--- src/rtl/cnt_ctrl_fsm_if.sv ---
// Button inputs and counter-control outputs of cnt_ctrl_fsm.
// master drives the raw buttons; slave is the sequencer side.
interface cnt_ctrl_fsm_if;
  logic       btn_start;
  logic       btn_stop;
  logic       btn_rst;
  logic       cnt_start;
  logic       cnt_stop;
  logic       cnt_rst;
  logic       cnt_tick;
  logic [1:0] state_out;

  modport master (
    output btn_start,
    output btn_stop,
    output btn_rst,
    input  cnt_start,
    input  cnt_stop,
    input  cnt_rst,
    input  cnt_tick,
    input  state_out
  );

  modport slave (
    input  btn_start,
    input  btn_stop,
    input  btn_rst,
    output cnt_start,
    output cnt_stop,
    output cnt_rst,
    output cnt_tick,
    output state_out
  );
endinterface

--- src/rtl/cnt_ctrl_fsm.sv ---
// Push-button sequencer: sync + debounce, IDLE/RUN/PAUSE FSM, prescaled count tick.
// Define CNT_CTRL_TOGGLE_EN to make btn_start pause a running counter.
module cnt_ctrl_fsm #(
  parameter int unsigned DBNC_CYCLES = 4,
  parameter int unsigned PRESC_DIV   = 10,
  parameter int unsigned PRESC_BITS  = 16
) (
  input logic            clk,
  input logic            rst,
  cnt_ctrl_fsm_if.slave  bus
);

  localparam logic [1:0] StIdle  = 2'b00;
  localparam logic [1:0] StRun   = 2'b01;
  localparam logic [1:0] StPause = 2'b10;

  localparam int unsigned BtnStart = 0;
  localparam int unsigned BtnStop  = 1;
  localparam int unsigned BtnRst   = 2;

  localparam logic [7:0]            DbncLast  = 8'(DBNC_CYCLES);
  localparam logic [PRESC_BITS-1:0] PrescLast = PRESC_BITS'(PRESC_DIV - 1);

  logic [2:0]      btn_raw;
  logic [2:0]      sync1_q, sync2_q;
  logic [2:0]      db_level_q, db_level_d;
  logic [2:0][7:0] db_cnt_q, db_cnt_d;
  logic [2:0]      evt_q, evt_d;

  logic [1:0]            state_q, state_d;
  logic                  start_q, start_d;
  logic                  stop_q, stop_d;
  logic                  rstp_q, rstp_d;
  logic                  tick_q, tick_d;
  logic [PRESC_BITS-1:0] presc_q, presc_d;

  assign btn_raw = {bus.btn_rst, bus.btn_stop, bus.btn_start};

  // The flip fires on the edge that would bring the counter to DBNC_CYCLES.
  always_comb begin
    db_level_d = db_level_q;
    db_cnt_d   = '0;
    evt_d      = '0;
    for (int i = 0; i < 3; i++) begin
      if (sync2_q[i] != db_level_q[i]) begin
        if (db_cnt_q[i] + 8'd1 == DbncLast) begin
          db_level_d[i] = sync2_q[i];
          evt_d[i]      = sync2_q[i];
        end else begin
          db_cnt_d[i] = db_cnt_q[i] + 8'd1;
        end
      end
    end
  end

  // The highest-priority pending event decides; an ignored winner still drops the rest.
  always_comb begin
    state_d = state_q;
    start_d = 1'b0;
    stop_d  = 1'b0;
    rstp_d  = 1'b0;
    if (evt_q[BtnRst]) begin
      state_d = StIdle;
      rstp_d  = 1'b1;
    end else if (evt_q[BtnStop]) begin
      if (state_q == StRun) begin
        state_d = StPause;
        stop_d  = 1'b1;
      end
    end else if (evt_q[BtnStart]) begin
      if (state_q == StIdle || state_q == StPause) begin
        state_d = StRun;
        start_d = 1'b1;
      end
`ifdef CNT_CTRL_TOGGLE_EN
      else if (state_q == StRun) begin
        state_d = StPause;
        stop_d  = 1'b1;
      end
`endif
    end
  end

  // Count advances only while RUN was the current state, so a resume restarts from the held value.
  always_comb begin
    presc_d = presc_q;
    tick_d  = 1'b0;
    if (state_d == StIdle) begin
      presc_d = '0;
    end else if (state_q == StRun) begin
      if (presc_q == PrescLast) begin
        presc_d = '0;
        tick_d  = (state_d == StRun);
      end else begin
        presc_d = presc_q + 1'b1;
      end
    end
  end

  always_ff @(posedge clk) begin
    if (rst) begin
      sync1_q    <= '0;
      sync2_q    <= '0;
      db_level_q <= '0;
      db_cnt_q   <= '0;
      evt_q      <= '0;
      state_q    <= StIdle;
      start_q    <= 1'b0;
      stop_q     <= 1'b0;
      rstp_q     <= 1'b0;
      tick_q     <= 1'b0;
      presc_q    <= '0;
    end else begin
      sync1_q    <= btn_raw;
      sync2_q    <= sync1_q;
      db_level_q <= db_level_d;
      db_cnt_q   <= db_cnt_d;
      evt_q      <= evt_d;
      state_q    <= state_d;
      start_q    <= start_d;
      stop_q     <= stop_d;
      rstp_q     <= rstp_d;
      tick_q     <= tick_d;
      presc_q    <= presc_d;
    end
  end

  assign bus.cnt_start = start_q;
  assign bus.cnt_stop  = stop_q;
  assign bus.cnt_rst   = rstp_q;
  assign bus.cnt_tick  = tick_q;
  assign bus.state_out = state_q;

endmodule

--- src/flat_wrapper.sv ---
// flat-port wrapper written by rule: the top's interface ports become plain ports
module cnt_ctrl_fsm_flat 
#(
  parameter int unsigned DBNC_CYCLES = 4,
  parameter int unsigned PRESC_DIV   = 10,
  parameter int unsigned PRESC_BITS  = 16
)
  (clk, rst, bus_btn_start, bus_btn_stop, bus_btn_rst, bus_cnt_start, bus_cnt_stop, bus_cnt_rst, bus_cnt_tick, bus_state_out);
  cnt_ctrl_fsm_if bus_i ();
  input logic clk;
  input logic rst;
  input wire logic [$bits(bus_i.btn_start)-1:0] bus_btn_start;
  input wire logic [$bits(bus_i.btn_stop)-1:0] bus_btn_stop;
  input wire logic [$bits(bus_i.btn_rst)-1:0] bus_btn_rst;
  output wire logic [$bits(bus_i.cnt_start)-1:0] bus_cnt_start;
  output wire logic [$bits(bus_i.cnt_stop)-1:0] bus_cnt_stop;
  output wire logic [$bits(bus_i.cnt_rst)-1:0] bus_cnt_rst;
  output wire logic [$bits(bus_i.cnt_tick)-1:0] bus_cnt_tick;
  output wire logic [$bits(bus_i.state_out)-1:0] bus_state_out;
  assign bus_i.btn_start = bus_btn_start;
  assign bus_i.btn_stop = bus_btn_stop;
  assign bus_i.btn_rst = bus_btn_rst;
  assign bus_cnt_start = bus_i.cnt_start;
  assign bus_cnt_stop = bus_i.cnt_stop;
  assign bus_cnt_rst = bus_i.cnt_rst;
  assign bus_cnt_tick = bus_i.cnt_tick;
  assign bus_state_out = bus_i.state_out;
  cnt_ctrl_fsm #(.DBNC_CYCLES(DBNC_CYCLES), .PRESC_DIV(PRESC_DIV), .PRESC_BITS(PRESC_BITS)) u_core (.clk(clk), .rst(rst), .bus(bus_i));
endmodule
--- config.mk ---
export PLATFORM = sky130hd
export DESIGN_NAME = cnt_ctrl_fsm_flat
export DESIGN_NICKNAME = d
export VERILOG_FILES = /design/src/rtl/cnt_ctrl_fsm_if.sv /design/src/rtl/cnt_ctrl_fsm.sv /design/src/flat_wrapper.sv
export SDC_FILE = /design/constraint.sdc
export NUM_CORES = 1
export LEC_CHECK = 0
export BUFFER_PORTS_ARGS = -buffer_cell sky130_fd_sc_hd__buf_2
export CAP_MARGIN = 25
export CORE_MARGIN = 1
export CORE_UTILIZATION = 60
export DETAILED_ROUTE_END_ITERATION = 6
export HOLD_SLACK_MARGIN = 0.05
export PLACE_DENSITY = 0.87
export SLEW_MARGIN = 40
export SYNTH_ARGS = -nofsm -noshare
export SYNTH_HDL_FRONTEND = slang
export SYNTH_SLANG_ARGS = --single-unit
--- constraint.sdc ---
create_clock -name clk -period 4.73 [get_ports clk]
set_clock_uncertainty 0.15 [all_clocks]
set_input_delay 0 -clock clk [delete_from_list [all_inputs] [get_ports clk]]
set_output_delay 0 -clock clk [all_outputs]
set_load 0.05 [all_outputs]
After elaboration in Yosys (flattened, before gate mapping)
Index checks and enable logic that the tools add are counted.

Register bits: 58. Output and inout port bits: 6.

$add $sub $neg: 4. Reductions and logical operators: 16. Bitwise gates (word level): 10. Multiplexer cells: 9. Eq/ne operators: 10.

Operators with widths (count): 8-bit by 1-bit adder with 8-bit output (second input constant) (3); 8-bit by 3-bit == test with 1-bit output (second input constant) (3); 3-bit OR reduction (7); 16-bit by 1-bit adder with 16-bit output (second input constant) (1); 16-bit by 4-bit == test with 1-bit output (second input constant) (1); 16-bit 2-to-1 mux (1); 2-bit 2-to-1 mux (5); 1-bit inverter (10); 4-bit OR reduction (2); 2-bit AND reduction (3); 2-bit by 1-bit == test with 1-bit output (second input constant) (2); 2-bit zero test (2); 1-bit 2-to-1 mux (3); 1-bit inequality test (3); 2-bit == test (second input constant) (1); 2-bit OR reduction (1); 1-bit logical OR (1).

Logic depth before layout (Yosys ltp)
Gate-level depths: netlist of the first run.

Depth in word-level cells: 8. Mapped depth: 8. Gate-level depth less buffers: 7.

Worst setup path before layout of the first run
No wires, ideal clock.

Path kind: register to register. Start: register u_core.state_q[0] (netlist: u_core.bus.state_out[0]). End: register u_core.presc_q[0]. Data arrival time: 1.850 ns. Data required time: 4.465 ns. Setup slack: 2.615 ns. Stages on the path, launching flop included: 8. Clock period less this slack: 2.115 ns. Setup time: 0.115 ns. Path through: dfxtp_1 -> nor2b_1 -> clkbuf_8 -> nand4_1 -> or4_4 -> nand3_4 -> buf_6 -> nor2_1.

Cells in the longest elaborated chain, start to end: 8.

RTL lines: start: declaration (line cnt_ctrl_fsm.sv:30) `logic [1:0] state_q, state_d;`; start signal: assignment (line cnt_ctrl_fsm.sv:107) `state_q <= StIdle;`; start signal: assignment (line cnt_ctrl_fsm.sv:119) `state_q <= state_d;`; 2-bit == test or 2-bit zero test (tied branches) (line cnt_ctrl_fsm.sv:71) `if (state_q == StIdle || state_q == StPause) begin`; 1-bit logical OR (line cnt_ctrl_fsm.sv:71); 2-bit 2-to-1 mux (line cnt_ctrl_fsm.sv:71); 2-bit 2-to-1 mux (line cnt_ctrl_fsm.sv:70) `end else if (evt_q[BtnStart]) begin`; 2-bit 2-to-1 mux (line cnt_ctrl_fsm.sv:65) `end else if (evt_q[BtnStop]) begin`; 2-bit 2-to-1 mux (line cnt_ctrl_fsm.sv:62) `if (evt_q[BtnRst]) begin`; 2-bit zero test (line cnt_ctrl_fsm.sv:88) `if (state_d == StIdle) begin`; 2-bit OR reduction (no source line); end signal: assignment (line cnt_ctrl_fsm.sv:124) `presc_q <= presc_d;`; end: declaration (line cnt_ctrl_fsm.sv:35) `logic [PRESC_BITS-1:0] presc_q, presc_d;`.

Several ways; a longest one is shown, not always the timed one. A chain may end at the register's enable or synchronous reset.

Worst setup path after layout of the first run
Start: register u_core.state_q[0] (netlist: u_core.bus.state_out[0]). End: register u_core.presc_q[1].

The elaborated chain is that of the path after synthesis.

==> results.ini, run 1 <==
[run_status]
status = completed

[cts]
clk_latency_ns = 0.34
cts_inserted_buffers = 9
cts_buffer_depth = 2
cts_sinks = 58
cts_tree = done
ctsResizeCount = 0
cts_setup_buffers = 0
holdBufCountCts = 7
ctsHtreeMaxLevel = 3
clkSlewWorstSetupHoldPaths_ns = 0.06
cts_root_buffer = clkbuf_8

[synthesis]
yosysSeqAreaShare_pct = 46.7
synth_area_leader_cell = dfxtp_1
yosysWarnings = 0
ys.flop_type = dfxtp_1
ys_top_cells_by_area = dfxtp_1 47%, xor2_1 8.1%, nor2_1 5.6%
yosysUniqueCellTypes = 40
synth_top_area_share_pct = 46.7
ys_seq_elements = 58
synth.most_common_cell = dfxtp_1
synthesis.nets = 277
async_flop_share_pct = 0
syn_inst = 264
synth_common_cells = 58 x dfxtp_1, 37 x nor2_1, 23 x xor2_1
avgSynthCellArea_sq_um = 9.43
synth_edf_count = 0
netlist_area_sq_mm = 0.00249

[global_route]
grt_pass1_wl_microns = 7170
track_usage_pct = 22.6
antenna_found_initial = 0
grt_pass1_vias = 1739
grt_max_degree = 19
grt-ovfl-total = 0

[sta]
tns_ns = 0
hold_viol = 0
max-slew-margin-rel_pct = 60.2
grt_setup_unrepaired = false
worst_slew_pin_slew_ns = 0.592
slew_viol_final = 0
finalCritPeriodShare_pct = 46.0
min_period_ns = 2.17
fmax_ghz = 0.460
timing.final.ws_setup_ns = 2.56
setup_viol = 0

[setup_path]
crit_fanout = 16
crit_path_end_kind = flip-flop
cp.arrival_ns = 2.21
crit_type = flip-flop to flip-flop
startpoint_type = flip-flop
cp.required_ns = 4.77

[placement]
placed_cell_area_sq_mm = 0.00256
io_buffers = 10
place_ws_ns = 2.60
gp_congestion = 0.744
hpwl_microns = 2800

[floorplanning]
initial_core_util_pct = 62.2
die_w_microns = 66.4
ios = 11
die_h_microns = 66.4
dieArea_sq_mm = 0.00441
core_sq_mm = 0.00400
rows = 23

[power_and_ir_drop]
leakagePower_nw = 1.09
peakVddDrop_v = 0.000199
p_total_w = 0.000959
p_per_area_mw_per_mm2 = 339

[final_layout]
nets = 298
design_area_sq_mm = 0.00283
layout-drive-gt1-share_pct = 10.7
utilization_pct = 70.6
syn2layout_area_growth_pct = 13.5
diodes = 0

[min_path]
hold_class = flip-flop to flip-flop

[drt]
post_drt_wl_per_cell_microns = 12.3
wirelength_microns = 4180
via_per_inst = 5.34
num_vias = 1815
drc = 0
detail_route.iter0.violations = 115
firstDrtPassIters = 4
ant_nets = 0

[flow_run]
max_cap_viol_count = 0

==> logic make-up (layout without fill, tap and decap cells) <==
family / after synthesis / after routing / share of synthesized area, %
buffers and inverters: 16 / 42 / 3.12
XOR/XNOR: 38 / 38 / 13.4
adder cells (fa/ha/maj): 8 / 8 / 4.02
multiplexers: 3 / 3 / 1.21
AND/OR/NAND/NOR: 126 / 126 / 27.5
flip-flops: 58 / 58 / 46.7
AO/OA/AOI/OAI: 15 / 15 / 4.17
==> state kept, by name (all words and copies together), names as in the netlist <==
name / count
u_core.evt_q: 3
u_core.bus.cnt_rst: 1
u_core.bus.cnt_stop: 1
u_core.bus.cnt_tick: 1
u_core.bus.state_out: 2
u_core.bus.cnt_start: 1
u_core.db_level_q: 3
u_core.db_cnt_q: 24
u_core.sync1_q: 3
u_core.sync2_q: 3
u_core.presc_q: 16
==> report_power, final <==
part / leakage, nW / switching [W] / internal (W)
clock: 0.101 / 0.000178 / 0.000272
sequential: 0.468 / 0.00000191 / 0.000492
combinational: 0.519 / 0.00000676 / 0.00000896
==> layer usage <==
metal / GRT usage (%) / routed length (microns) / vias up
li1: - / - / 936
met1: 23.9 / 1900 / 835
met2: 37.4 / 1970 / 34
met3: 11.6 / 215 / 10
met4: 10.1 / 88 / 0
met5: 0 / 0 / -
==> path summary, 6_finish.rpt <==
check,slack [ns],startpoint,depth (start not counted),endpoint
worst min register to register,0.29,u_core.sync1_q[1],1,u_core.sync2_q[1]
worst max register to register,2.56,u_core.bus.state_out[0],5,u_core.presc_q[1]
worst min-delay path,0.29,u_core.sync1_q[1],1,u_core.sync2_q[1]
worst max-delay path,2.56,u_core.bus.state_out[0],5,u_core.presc_q[1]
==> through the flow <==
stage	hold WS [ns]	cells
floorplan	-0.0218	264
global placement	0.0659	317
detailed placement	0.0697	317
CTS	0.294	340
global route	0.308	340
finish	0.289	340
==> area by class of cell <==
type / instances / area, sq um
fillers: 305 / 1170
multi-input cells: 190 / 1250
clock inverters: 2 / 35.0
inverters: 9 / 33.8
clock buffers: 14 / 163
repair buffers: 17 / 120
flip-flops and latches: 58 / 1160
well taps: 50 / 62.6
==> critical path: stages, from the launching register on <==
cell and delay [ns]:
dfxtp_1 0.41, nor2b_1 0.53, nand4_1 0.17, or4_4 0.46, nand3_4 0.21, a211oi_1 0.09
==> cell usage in the layout (no fill, tap or decap), types with 2 or more instances in the layout <==
cell type / instances
dfxtp_1: 58
nor2_1: 37
nor4_1: 3
clkbuf_1: 3
inv_1: 9
ha_1: 8
nor3_1: 5
and2_1: 2
a31o_2: 3
dlygate4sd3_1: 7
nand2b_1: 11
xor2_1: 23
nor3b_1: 2
nand3_1: 13
nand2_1: 11
and3_1: 10
o21ai_0: 3
clkbuf_8: 11
nor2b_1: 9
buf_2: 10
a21oi_1: 3
mux2i_1: 3
nand4_1: 11
xnor2_1: 15
nor4b_1: 2
Note: power is estimated with default switching activity, not from simulation.
==> inputs of run 2 (changes only) <==
--- a/config.mk
+++ b/config.mk
@@ -5,13 +5,14 @@
 export SDC_FILE = /design/constraint.sdc
 export NUM_CORES = 1
 export LEC_CHECK = 0
+export ABC_AREA = 1
 export BUFFER_PORTS_ARGS = -buffer_cell sky130_fd_sc_hd__buf_2
 export CAP_MARGIN = 25
 export CORE_MARGIN = 1
-export CORE_UTILIZATION = 60
+export CORE_UTILIZATION = 55
 export DETAILED_ROUTE_END_ITERATION = 6
 export HOLD_SLACK_MARGIN = 0.05
-export PLACE_DENSITY = 0.87
+export PLACE_DENSITY = 0.84
 export SLEW_MARGIN = 40
 export SYNTH_ARGS = -nofsm -noshare
 export SYNTH_HDL_FRONTEND = slang
==> constraint.sdc (replaced) <==
create_clock -name clk -period 1.84 [get_ports clk]
set_clock_uncertainty 0.15 [all_clocks]
set_input_delay 0 -clock clk [delete_from_list [all_inputs] [get_ports clk]]
set_output_delay 0 -clock clk [all_outputs]
set_load 0.05 [all_outputs]
==> run 2 against run 1 <==
Count of clock-buffer cells in the layout down 1. Fmax grew 27%. Final cell count rose by 48%. Utilization down 2.9 points. Synthesized cell count rose by 53%. Global-route usage grew 0.68 points. Clock power increased to 2.9 times the previous value.
==> results.ini, run 2 <==
[drt]
detail_route.iter0.violations = 165
firstDrtPassIters = 4
post_drt_wl_per_cell_microns = 10.9
wirelength_microns = 5520
drc = 0
num_vias = 2582
ant_nets = 0
via_per_inst = 5.12

[sta]
finalCritPeriodShare_pct = 93.0
fmax_ghz = 0.584
hold_viol = 0
timing.final.ws_setup_ns = 0.128
min_period_ns = 1.71
grt_setup_unrepaired = false
tns_ns = 0
worst_slew_pin_slew_ns = 0.458
setup_viol = 0
slew_viol_final = 0
max-slew-margin-rel_pct = 69.1

[synthesis]
synthSimpleGateAreaFrac_pct = 37.5
synthXorXnorAreaFrac_pct = 1.90
synth_top_area_share_pct = 41.9
syn_inst = 404
synth_common_cells = 102 x nand2_1, 61 x nor2_1, 60 x inv_1
avgSynthCellArea_sq_um = 6.86
synth_top_family_by_area = simple AND/OR/NAND/NOR gates
synth_mux_area_share_pct = 0
yosysUniqueCellTypes = 25
synth_compound_area_share_pct = 6.27
yosysSeqAreaShare_pct = 41.9
synth_edf_count = 0
synth_area_leader_cell = dfxtp_1
synthesis.nets = 417
synth_fa_ha_area_share_pct = 3.61
ys_seq_elements = 58
ys_top_cells_by_area = dfxtp_1 42%, nand2_1 14%, nor2_1 8.3%
ys.flop_type = dfxtp_1
yosysWarnings = 0
netlist_area_sq_mm = 0.00277
async_flop_share_pct = 0
synth.most_common_cell = nand2_1

[flow_run]
max_cap_viol_count = 0

[global_route]
grt_pass1_vias = 2415
track_usage_pct = 23.3
antenna_found_initial = 0
grt_max_degree = 13
grt_pass1_wl_microns = 9430
grt-ovfl-total = 0

[final_layout]
final_cell_mix = 102 x nand2_1, 60 x inv_1, 59 x nor2_1
fin_cells = 504
utilization_pct = 67.7
design_area_sq_mm = 0.00324
syn2layout_area_growth_pct = 16.9
layout-drive-gt1-share_pct = 11.9
diodes = 0
biggestRegsByFlops = u_core.db_cnt_q: 24 flops, u_core.presc_q: 16 flops
n_fill_cell = 423
final_common_cell = nand2_1
regMostFlops = u_core.db_cnt_q
nets = 446
largest_reg_flops = 24

[setup_path]
crit_type = flip-flop to flip-flop
startpoint_type = flip-flop
cp.arrival_ns = 1.78
crit_path_end_kind = flip-flop
crit_fanout = 7
cp.required_ns = 1.91

[floorplanning]
die_h_microns = 73
ios = 11
core_sq_mm = 0.00479
dieArea_sq_mm = 0.00533
rows = 25
initial_core_util_pct = 57.9
die_w_microns = 73

[placement]
place_ws_ns = 0.0253
hpwl_microns = 3830
gp_congestion = 0.853
placed_cell_area_sq_mm = 0.00293
io_buffers = 10
placedCellCount = 482

[cts]
cts_root_buffer = clkbuf_8
cts_setup_buffers = 0
ctsHtreeMaxLevel = 3
cts_inserted_buffers = 9
cts_buffer_depth = 2
cts_tree = done
clkSlewWorstSetupHoldPaths_ns = 0.06
clk_latency_ns = 0.34
cts_sinks = 58

[run_status]
status = completed

[power_and_ir_drop]
p_per_area_mw_per_mm2 = 806
peakVddDrop_v = 0.000666
leakagePower_nw = 1.31

[min_path]
hold_class = flip-flop to flip-flop

[run 2: critical path: stages (launching register included)]
cell and delay [ns]:
dfxtp_2 0.39, ha_2 0.22, nand3_1 0.15, o21ai_2 0.17
nand2_1 0.08, nor2_2 0.15, nand2_1 0.08, nand2_2 0.14
a21oi_1 0.06
[run 2: repair_timing]
action,4_1_cts,5_1_grt
endpoints found under the setup margin,1,25
gates resized for setup,1,10
pin swaps,0,0
hold endpoints to repair,13,0
hold buffers,7,0
[run 2: final cells by class]
type                       count  area (sq um)  area share [%]
clock buffer                  13           159            4.90
clock inverter                 2          60.1            1.85
timing repair buffer          22           158            4.86
sequential                    58          1170            36.0
inverter                      60           225            6.95
multi-input combinational    282          1390            42.8
tap                           67          83.8            2.59
[run 2: kinds of logic (layout without fill, tap and decap cells)]
kind of cell | after synthesis | count (layout)
AO/OA/AOI/OAI | 32 | 32
XOR/XNOR | 6 | 6
adder cells (fa/ha/maj) | 8 | 8
buffers and inverters | 64 | 97
flip-flops | 58 | 58
AND/OR/NAND/NOR | 236 | 236
[run 2: per-stage QoR]
stage	power (W)	hold slack [ns]
final	0.00261	0.250
after global routing	0.00269	0.277
after CTS	0.00264	0.253
after detailed placement	0.00133	0.0613
after global placement	0.00133	0.0535
after floorplan	0.00132	-0.0430
[run 2: power breakdown]
part	switching [W]	internal, W	leakage, nW	total, W
sequential	0.00000535	0.00126	0.471	0.00127
clock	0.000469	0.000830	0.110	0.00130
combinational	0.0000234	0.0000202	0.730	0.0000437
[run 2: routing by layer]
metal	GRT usage (%)	routed length, microns	vias up
li1	-	-	1346
met1	25.3	2490	1174
met2	39.9	2670	52
met3	8.70	250	10
met4	11.3	107	0
met5	0	0	-
[run 2: final timing paths]
check,from,endpoint,slack [ns],cells past startpoint
max reg2reg,u_core.db_cnt_q[16],u_core.db_cnt_q[22],0.13,8
min reg2reg,u_core.sync1_q[2],u_core.sync2_q[2],0.25,2
min,u_core.sync1_q[2],u_core.sync2_q[2],0.25,2
max,u_core.db_cnt_q[16],u_core.db_cnt_q[22],0.13,8
